File: config.mk
export PLATFORM = sky130hd
export DESIGN_NAME = matrix_loader
export DESIGN_NICKNAME = d
export VERILOG_FILES = /design/src/rtl/matrix_loader.sv
export SDC_FILE = /design/constraint.sdc
export NUM_CORES = 1
export LEC_CHECK = 0
export BUFFER_PORTS_ARGS = -buffer_cell sky130_fd_sc_hd__buf_2
export CORE_ASPECT_RATIO = 0.9
export CORE_UTILIZATION = 30
export CTS_CLUSTER_DIAMETER = 120
export DETAILED_ROUTE_END_ITERATION = 7
export SYNTH_ARGS = -nofsm -noshare
export SYNTH_HDL_FRONTEND = slang
export SYNTH_SLANG_ARGS = --single-unit
File: constraint.sdc
create_clock -name clk -period 2.25 [get_ports clk]
set_input_delay 0.675 -clock clk [delete_from_list [all_inputs] [get_ports clk]]
set_output_delay 0.675 -clock clk [all_outputs]
set_load 0.05 [all_outputs]
File: src/rtl/matrix_loader.sv
// -----------------------------------------------------------------------------
// matrix_loader
//
// Upstream feeder for the 3x3 matrix arithmetic stage. Serial elements arrive
// over a valid/ready handshake and are written row-major into operand A, then
// operand B. Once both are complete the pair is presented on flat buses and
// held stable until the consumer acknowledges with out_ready.
//
// Ports:
//   clk        rising-edge clock
//   rst        synchronous, active-high reset
//   clear      synchronous abort of a partial load or of a held pair
//   in_data    element value (W-bit two's complement, stored bit-exact)
//   in_valid   in_data is valid this cycle
//   in_ready   loader accepts an element this cycle
//   a_flat     matrix A, element (i,j) at bits [(i*N+j)*W +: W]
//   b_flat     matrix B, same packing as a_flat
//   out_valid  a_flat/b_flat hold a complete, stable pair
//   out_ready  consumer takes the pair
//   load_idx   index of the next element to be written (0..2*N*N-1)
//   mat_count  number of pairs delivered, wraps modulo 2^CNT_W
// -----------------------------------------------------------------------------
module matrix_loader #(
  parameter  int N     = 3,
  parameter  int W     = 17,
  parameter  int CNT_W = 8,
  localparam int NE    = N * N,
  localparam int IDX_W = $clog2(2 * N * N)
) (
  input  logic              clk,
  input  logic              rst,
  input  logic              clear,
  input  logic [W-1:0]      in_data,
  input  logic              in_valid,
  output logic              in_ready,
  output logic [NE*W-1:0]   a_flat,
  output logic [NE*W-1:0]   b_flat,
  output logic              out_valid,
  input  logic              out_ready,
  output logic [IDX_W-1:0]  load_idx,
  output logic [CNT_W-1:0]  mat_count
);

  typedef enum logic [1:0] {
    LOAD_A = 2'd0,
    LOAD_B = 2'd1,
    FULL   = 2'd2
  } state_e;

  state_e             state_q, state_d;
  logic [IDX_W-1:0]   idx_q,   idx_d;
  logic [NE*W-1:0]    a_q,     a_d;
  logic [NE*W-1:0]    b_q,     b_d;
  logic [CNT_W-1:0]   cnt_q,   cnt_d;
  logic               accept;

  // in_ready is held low during reset so no element is consumed by a source
  // that is unaware the loader is being reset.
  assign in_ready  = !rst && (state_q != FULL);
  assign out_valid = (state_q == FULL);
  assign accept    = in_valid && in_ready;

  always_comb begin
    // NOTE: every signal assigned here gets a default first so no path leaves
    // it unassigned; that is what keeps this block from inferring latches.
    state_d = state_q;
    idx_d   = idx_q;
    a_d     = a_q;
    b_d     = b_q;
    cnt_d   = cnt_q;

    unique case (state_q)
      LOAD_A: begin
        if (clear) begin
          idx_d = '0;
        end else if (accept) begin
          // Compare against each constant slot so all part-selects are static.
          for (int e = 0; e < NE; e++) begin
            if (idx_q == IDX_W'(e)) a_d[e*W +: W] = in_data;
          end
          idx_d = idx_q + IDX_W'(1);
          if (idx_q == IDX_W'(NE - 1)) state_d = LOAD_B;
        end
      end

      LOAD_B: begin
        if (clear) begin
          idx_d   = '0;
          state_d = LOAD_A;
        end else if (accept) begin
          for (int e = 0; e < NE; e++) begin
            if (idx_q == IDX_W'(NE + e)) b_d[e*W +: W] = in_data;
          end
          if (idx_q == IDX_W'(2 * NE - 1)) begin
            idx_d   = '0;
            state_d = FULL;
          end else begin
            idx_d = idx_q + IDX_W'(1);
          end
        end
      end

      FULL: begin
        // clear wins over the handshake: the pair is abandoned, not counted.
        if (clear) begin
          state_d = LOAD_A;
        end else if (out_ready) begin
          state_d = LOAD_A;
          cnt_d   = cnt_q + CNT_W'(1);
        end
      end

      default: state_d = LOAD_A;
    endcase
  end

  always_ff @(posedge clk) begin
    // NOTE: state registers use non-blocking assignments so every register
    // samples the pre-edge values, independent of statement order.
    if (rst) begin
      state_q <= LOAD_A;
      idx_q   <= '0;
      cnt_q   <= '0;
      // NOTE: the operand storage is reset too, because the consumer may watch
      // a_flat/b_flat directly and must see a defined zero after reset.
      a_q     <= '0;
      b_q     <= '0;
    end else begin
      state_q <= state_d;
      idx_q   <= idx_d;
      cnt_q   <= cnt_d;
      a_q     <= a_d;
      b_q     <= b_d;
    end
  end

  assign a_flat    = a_q;
  assign b_flat    = b_q;
  assign load_idx  = idx_q;
  assign mat_count = cnt_q;

endmodule

==> out/metrics.csv, run 1 <==
metric,value,unit
dp.cells,2033,
rows,69,
fin_skew,0.0243,ns
final_antenna_net_count,0,
syn_to_final_growth,34.6,%
floorplan.initialDensity,30.4,%
cts_buffer_depth,3,
yosysSeqAreaShare,53.6,%
worst_pin_slew,0.795,ns
ys.flop_type,dfxtp_1,
synth.top_cells.by_count,"dfxtp_1, nand2_1, mux2i_1",
cts_tree,yes,
cts_root_buffer,clkbuf_16,
synth-seq-cells,321,
diodes,0,
design.core.area,39500,µm²
cts.sinks,321,
gr-total-overflow,0,
fin_util,40.9,%
clk_pin_slew,0.06,ns
post_drt_wl_per_cell,19.5,µm
h-tree-depth,2,
via_per_inst,4.78,
firstDrtPassIters,5,
reg2reg_to,b_flat[114],
synth_top_area_share,53.6,%
drc,0,
crit_start,state_q[1],
setup_viol,0,
fmax,465,MHz
outcome,finished clean,
worstSetupPathType,reg2out,
syn-num-nets,1224,
die_x,213,µm
cp-endpoint,in_ready,
cp-start-kind,flop,
ys_top_cells_by_area,"dfxtp_1, mux2i_1, nand2_1, clkbuf_1, o311ai_0",
first_iter_violations,495,
power_leakage,0.00842,µW
grt_pass1_wl,59.6,mm
drive_above_1_share,31.0,%
ios,343,
worstReg2RegStart,load_idx[1],
power_density,792,nW/µm²
clk_latency,0.55,ns
critPathArrivalTime,1.47,ns
synth_edf_count,0,
fin_cells,2098,
cts_buffers,36,
worstPathRequired,1.57,ns
ff2ff_setup_slack,0.12,ns
hpwl,28.3,mm
cts_hold_buf,0,
grt_pass1_vias,9670,
fill_cells,3884,
synth_area,12000,µm²
final_nets,1568,
slew_violations,0,
die_y,192,µm
portBuffers,342,
crit_path_end_kind,output pin,
antenna_found_initial,0,
hold_class,in2reg,
synth_warnings,0,
yosysTopAreaCell,dfxtp_1,
cp_max_fo,13,
drv_cap,0,
syn_avg_cell_area,10.0,µm²
dieArea,40800,µm²
yosys.cell_types.count,48,
synth_cells,1196,
fin_crit_sh,95.5,%
num_vias,10000,
hold_violations,0,
finalWirelength,40.8,mm
track_usage,19.6,%
async_flop_share,0,%
globalplace.congestion,0.835,
ir_drop,0.538,mV
reg2reg_depth,6,
synth.most_common_cell,dfxtp_1,
fin_crit,2.15,ns
max-slew-margin-rel,47.0,%
grt_max_degree,39,
==> what timing repair did <==
| action | CTS | global route |
|---|---|---|
| endpoints found under the setup margin | 2 | 17 |
| resized for setup | 3 | 1 |
| buffers inserted | 0 | 1 |
| gates cloned | 0 | 0 |
==> worst min path at each step <==
stage | start | to | slack, ns | cells after the start
6_report | in_data[11] | b_flat[113] | 0.39 | 3
4_1_cts | in_data[11] | b_flat[113] | 0.37 | 3
3_5_place_dp | b_flat[71] | b_flat[71] | 0.44 | 2
2_1_floorplan | load_idx[0] | load_idx[0] | 0.56 | 1
3_3_place_gp | b_flat[64] | b_flat[64] | 0.44 | 2
5_1_grt | in_data[8] | b_flat[110] | 0.38 | 3
==> logic make-up (layout without fill, tap and decap cells) <==
group,after synthesis,count (layout),synth area share [%]
and+or+nand+nor,358,358,13.0
DFF,321,321,53.6
muxes,259,259,21.6
buffers and inverters,126,496,4.44
AOI/OAI and AO/OA,125,125,6.64
adders and majority gates,6,6,0.626
xor gates and xnor gates,1,1,0.0731
==> routing by layer <==
layer / share of wire (%) / global-route usage (%) / vias to the layer above / wire length (µm)
li1: - / - / 4811 / -
met1: 43 / 24.4 / 4832 / 17600
met2: 48 / 32.3 / 309 / 19400
met3: 6.4 / 5.23 / 68 / 2620
met4: 2.9 / 6.92 / 0 / 1180
met5: 0 / 0 / - / 0
==> cells in the final DEF, fill, tap and decap left out, types with 3 or more instances in the layout <==
cell	instances
o311ai_1	14
buf_2	341
dfxtp_2	4
buf_4	49
clkbuf_16	38
buf_12	27
ha_1	6
nand2_1	276
bufinv_16	5
or3_1	3
mux2i_1	258
inv_1	14
or4_1	3
o21ai_1	27
nor2_1	7
nand3_1	27
clkbuf_8	12
nand4_1	11
dfxtp_1	316
o311ai_0	21
a21oi_1	23
nor3b_1	4
clkbuf_1	7
o21ai_0	28
==> through the flow <==
step / hold WS (ns) / setup WS, ns / power [µW] / area, µm² / TNS (ns)
after detailed placement: 0.444 / -0.0204 / 6460 / 14800 / -0.256
after CTS: 0.368 / -0.00549 / 12900 / 16100 / -0.00549
after floorplan: 0.563 / -0.0232 / 6160 / 12000 / -0.0232
after global routing: 0.375 / -0.00302 / 13200 / 16100 / -0.00302
after global placement: 0.439 / -0.00908 / 6460 / 14800 / -0.0603
final: 0.394 / 0.101 / 12800 / 16100 / 0
==> critical path, stage by stage (launching register included) <==
cell and delay, ns:
dfxtp_2 0.45, nor2b_4 0.23, nor2_2 0.05, buf_2 0.21
==> area by class of cell <==
cell class,count,area (µm²),share of cell area (%)
timing repair buffer,417,2620,16.2
clock buffer,57,1140,7.08
clock inverter,7,171,1.06
multi-input combinational,749,5050,31.3
inverter,15,63.8,0.395
tap,532,666,4.12
sequential,321,6430,39.9
==> state kept, by name, indices dropped and copies added, names as in the netlist <==
signal	count
a_flat	153
b_flat	153
state_q	2
load_idx	5
mat_count	8
==> where the power goes <==
group	switching [µW]	internal [µW]	leakage (µW)
Combinational	446	170	0.00519
Clock	2400	4050	0.000644
Sequential	13.6	5700	0.00259
Total	2860	9930	0.00842
No activity file was read; power rests on OpenSTA's default activity.
==> inputs of run 2 (changes only) <==
- CORE_ASPECT_RATIO: 0.9 -> 1.1
==> run 2 against run 1 <==
The run now ends with design-rule violations left. Sequential share of layout area grew 0.55 points. Routed wire length grew 2.2%. Fmax shrank 0.82%. Sequential power is essentially flat. Critical path depth shrank 2. Highest routed layer unchanged.
==> out/metrics.csv, run 2 (same netlist as run 1, synthesis figures left out) <==
metric,value,unit
outcome,finished with violations,
violations,design-rule violations,
die_x,193,µm
grt_pass1_wl,60.2,mm
finalWirelength,41.8,mm
wl_met2,19.8,mm
worstPathCellList,buf_2,
firstDrtPassIters,7,
via_per_inst,4.82,
power_leakage,0.00831,µW
hold_class,in2reg,
num_vias,9981,
postCtsSetupBuffers,0,
dpl_cell_area,14700,µm²
layout_setup_ws,0.0831,ns
post-place-ws,-0.00303,ns
portBuffers,342,
die_y,212,µm
floorplan.initialDensity,30.5,%
ir_drop,0.451,mV
h-tree-depth,2,
fin_crit,2.17,ns
design.core.area,39300,µm²
worst_pin_slew,0.732,ns
reg2reg_to,b_flat[143],
post_drt_wl_per_cell,20.2,µm
path_buf_inv,1,
hold_violations,0,
layout_commonest_cell,buf_2,
p_total,12500,µW
worstReg2RegStart,load_idx[1],
rows,76,
diodes,0,
final_nets,1565,
clk_latency,0.53,ns
syn_to_final_growth,32.8,%
cts_root_buffer,clkbuf_16,
wl_met1,17.2,mm
wl_met3,2.28,mm
hold_start,in_data[9],
crit_path_end_kind,output pin,
rsz0062_at_grt,no,
dr.max_layer_used,met4,
first_iter_violations,478,
power_density,787,nW/µm²
ff2ff_setup_slack,0.19,ns
cpLargestDelayFamily,flip-flops,
fin_skew,0.0128,ns
max-slew-margin-rel,51.2,%
final_antenna_net_count,0,
cts.sinks,321,
cp-start-kind,flop,
slew_violations,0,
cpMaxStageDelayCell,dfxtp_1,
drc,38,
grt_pass1_vias,9572,
mostFrequentLayoutCells,"buf_2, dfxtp_1, nand2_1",
reg2reg_depth,5,
hold_end,b_flat[111],
worstPathRequired,1.57,ns
cts_buffer_depth,3,
cts_buffers,36,
fmax,461,MHz
track_usage,19.9,%
final_area,15900,µm²
setup_viol,0,
hold_depth,3,
grt_max_degree,76,
drive_above_1_share,31.0,%
fin_crit_sh,96.3,%
drv_cap,0,
worstSetupPathType,reg2out,
cp_max_fo,12,
dieArea,40800,µm²
antenna_found_initial,0,
cts_tree,yes,
hpwl,29.0,mm
critPathArrivalTime,1.49,ns
clk_pin_slew,0.06,ns
cpPeakStageDelay,0.62,ns
gr-total-overflow,0,
ios,343,
globalplace.congestion,0.818,
## run 2: stage by stage
step                      util [%]  hold WS [ns]  instances  TNS (ns)
final                         40.5         0.417       2070         0
after global routing          40.5         0.417       2070         0
after CTS                     40.5         0.395       2070         0
after detailed placement      37.4         0.446       2006  -0.00303
after global placement        37.4         0.441       2006         0
after floorplan                  -         0.563       1196   -0.0232
## run 2: worst register-to-register path, stage by stage, from the launching register on
cell and delay, ns:
dfxtp_2 0.31, inv_1 0.07, ha_1 0.15, or4bb_1 0.55, or4_4 0.64, mux2i_1 0.20
## run 2: worst max-delay path by stage
stage | start | endpoint | slack, ns | cells past startpoint
after floorplan | state_q[1] | in_ready | -0.02 | 4
after global routing | state_q[1] | out_valid | 0.02 | 2
after global placement | clear | b_flat[143] | 0.02 | 4
final | load_idx[3] | load_idx[3] | 0.08 | 1
after detailed placement | clear | b_flat[143] | -0.003 | 4
after CTS | state_q[1] | out_valid | 0.04 | 2
## run 2: routing by layer
layer  vias to the layer above  global-route usage [%]
met5                         -                       0
met1                      4759                    24.1
li1                       4786                       -
met3                       111                    3.76
met4                         0                    11.7
met2                       325                    32.5
## run 2: where the power goes
part	leakage [µW]	switching, µW	internal, µW
sequential	0.00259	11.0	5700
combinational	0.00514	456	162
clock	0.000587	2470	3720
## run 2: repair_timing
item | 4_1_cts | 5_1_grt
endpoints found under the setup margin | 2 | 1
resized for setup | 2 | 1
hold buffers | 0 | 0
## run 2: cell type report
cell class              instances  area [µm²]
flip-flops and latches        321        6430
fillers                      3872       23400
clock buffers                  47         993
repair buffers                414        2500
multi-input cells             749        5050
well taps                     507         634
clock inverters                17         241
inverters                      15        63.8
==> inputs of run 3 (changes only) <==
- CORE_UTILIZATION: 30 -> 40
- clock period: 2.25 -> 2.35 ns (I/O delays scaled with it)
==> run 3 against run 2 <==
Critical path type unchanged. Cell area fell by 2.3%. Die area fell by 25%. Global-route usage rose by 4.1 points. Clock-buffer cell count rose by 9. Cell count fell by 6.8%. The run now ends clean. Clock power fell by 8.7%. Sequential share of layout area rose by 0.93 points. Critical path depth rose by 1. Worst setup slack improved by 0.085 ns.
==> out/metrics.csv, run 3 (same netlist as run 1, synthesis figures left out) <==
metric,value,unit
outcome,finished clean,
hold_violations,0,
final_nets,1561,
fmax,458,MHz
dp.cells,1870,
cpMaxStageDelayCell,dfxtp_2,
setup_tns,0,ns
floorplan.initialDensity,40.6,%
slew_violations,0,
layout_commonest_cell,buf_2,
drive_above_1_share,30.7,%
cts_tree,yes,
cts.sinks,321,
cp-start-kind,flop,
antenna_found_initial,0,
drv_cap,0,
fill_cells,2754,
worstSetupPathType,reg2out,
via_per_inst,5.16,
ir_drop,0.426,mV
crit_path_end_kind,output pin,
post_drt_wl_per_cell,19.7,µm
cp_max_fo,13,
postCtsSetupBuffers,0,
diodes,0,
power_density,751,nW/µm²
grt_pass1_wl,56.5,mm
cpPeakStageDelay,0.45,ns
cts_hold_buf,0,
max-slew-margin-rel,58.8,%
num_vias,9955,
rsz0062_at_grt,no,
dieArea,30700,µm²
die_x,167,µm
worst_pin_slew,0.617,ns
clk_pin_slew,0.06,ns
firstDrtPassIters,6,
critPathArrivalTime,1.48,ns
first_iter_violations,563,
finalWirelength,38.0,mm
fin_cells,1930,
cts_root_buffer,clkbuf_16,
rows,66,
worstPathRequired,1.64,ns
globalplace.congestion,0.854,
final_antenna_net_count,0,
h-tree-depth,2,
setup_viol,0,
portBuffers,342,
cts_buffer_depth,3,
grt_pass1_vias,9434,
track_usage,24.0,%
ios,343,
grt_max_degree,67,
fin_crit_sh,92.9,%
fin_crit,2.18,ns
hold_class,reg2reg,
worstPathCellList,nor2b_2 > buf_2,
hpwl,26.3,mm
hold_slack,0.455,ns
power_leakage,0.00824,µW
mostFrequentLayoutCells,"buf_2, dfxtp_1, nand2_1",
fin_skew,0.0144,ns
clk_latency,0.50,ns
gr-total-overflow,0,
drc,0,
syn_to_final_growth,29.7,%
cts_buffers,35,
design.core.area,29600,µm²
die_y,184,µm
==> run 3: cell type report <==
| cell class | count | area [µm²] | area share, % |
|---|---|---|---|
| tap | 374 | 468 | 3.01 |
| inverter | 15 | 63.8 | 0.410 |
| clock buffer | 56 | 1130 | 7.25 |
| clock inverter | 4 | 70.1 | 0.450 |
| multi-input combinational | 749 | 5040 | 32.4 |
| sequential | 321 | 6430 | 41.3 |
| timing repair buffer | 411 | 2350 | 15.1 |
==> run 3: repair_timing <==
item / in CTS / in global routing
hold endpoints to repair: 0 / 0
setup endpoints to repair: 0 / 2
gates resized for setup: 0 / 2
==> run 3: where the power goes <==
group	switching, µW	internal [µW]	total, µW
Clock	2160	3490	5650
Sequential	12.7	5460	5470
Combinational	414	147	561
==> run 3: final timing paths <==
path | to | depth (start not counted) | slack, ns | from
worst min-delay path | a_flat[97] | 2 | 0.46 | a_flat[97]
worst max register to register | b_flat[138] | 5 | 0.25 | load_idx[1]
worst min register to register | a_flat[97] | 2 | 0.46 | a_flat[97]
worst max-delay path | out_valid | 2 | 0.17 | state_q[1]
==> run 3: per-layer routing <==
metal  up-vias  share of wire, %  track usage, %
met1      4745                43            30.1
met3        80               6.0            4.91
met4         0               3.6            9.81
li1       4783                 -               -
met5         -                 0               0
met2       347                47            40.0
==> run 3: critical path, delay by kind of cell (launching register included) <==
kind | cells | cell delay, ns
DFF | 1 | 0.45
buffers and inverters | 1 | 0.29
and+or+nand+nor | 1 | 0.24
==> run 3: through the flow <==
stage	area (µm²)	power, µW	util, %	setup WS (ns)
after global routing	15600	12000	52.6	0.104
after global placement	14400	6160	48.6	0.126
after CTS	15600	11800	52.6	0.0184
final	15600	11700	52.6	0.168
after floorplan	12000	5900	-	0.0468
after detailed placement	14400	6150	48.6	0.103
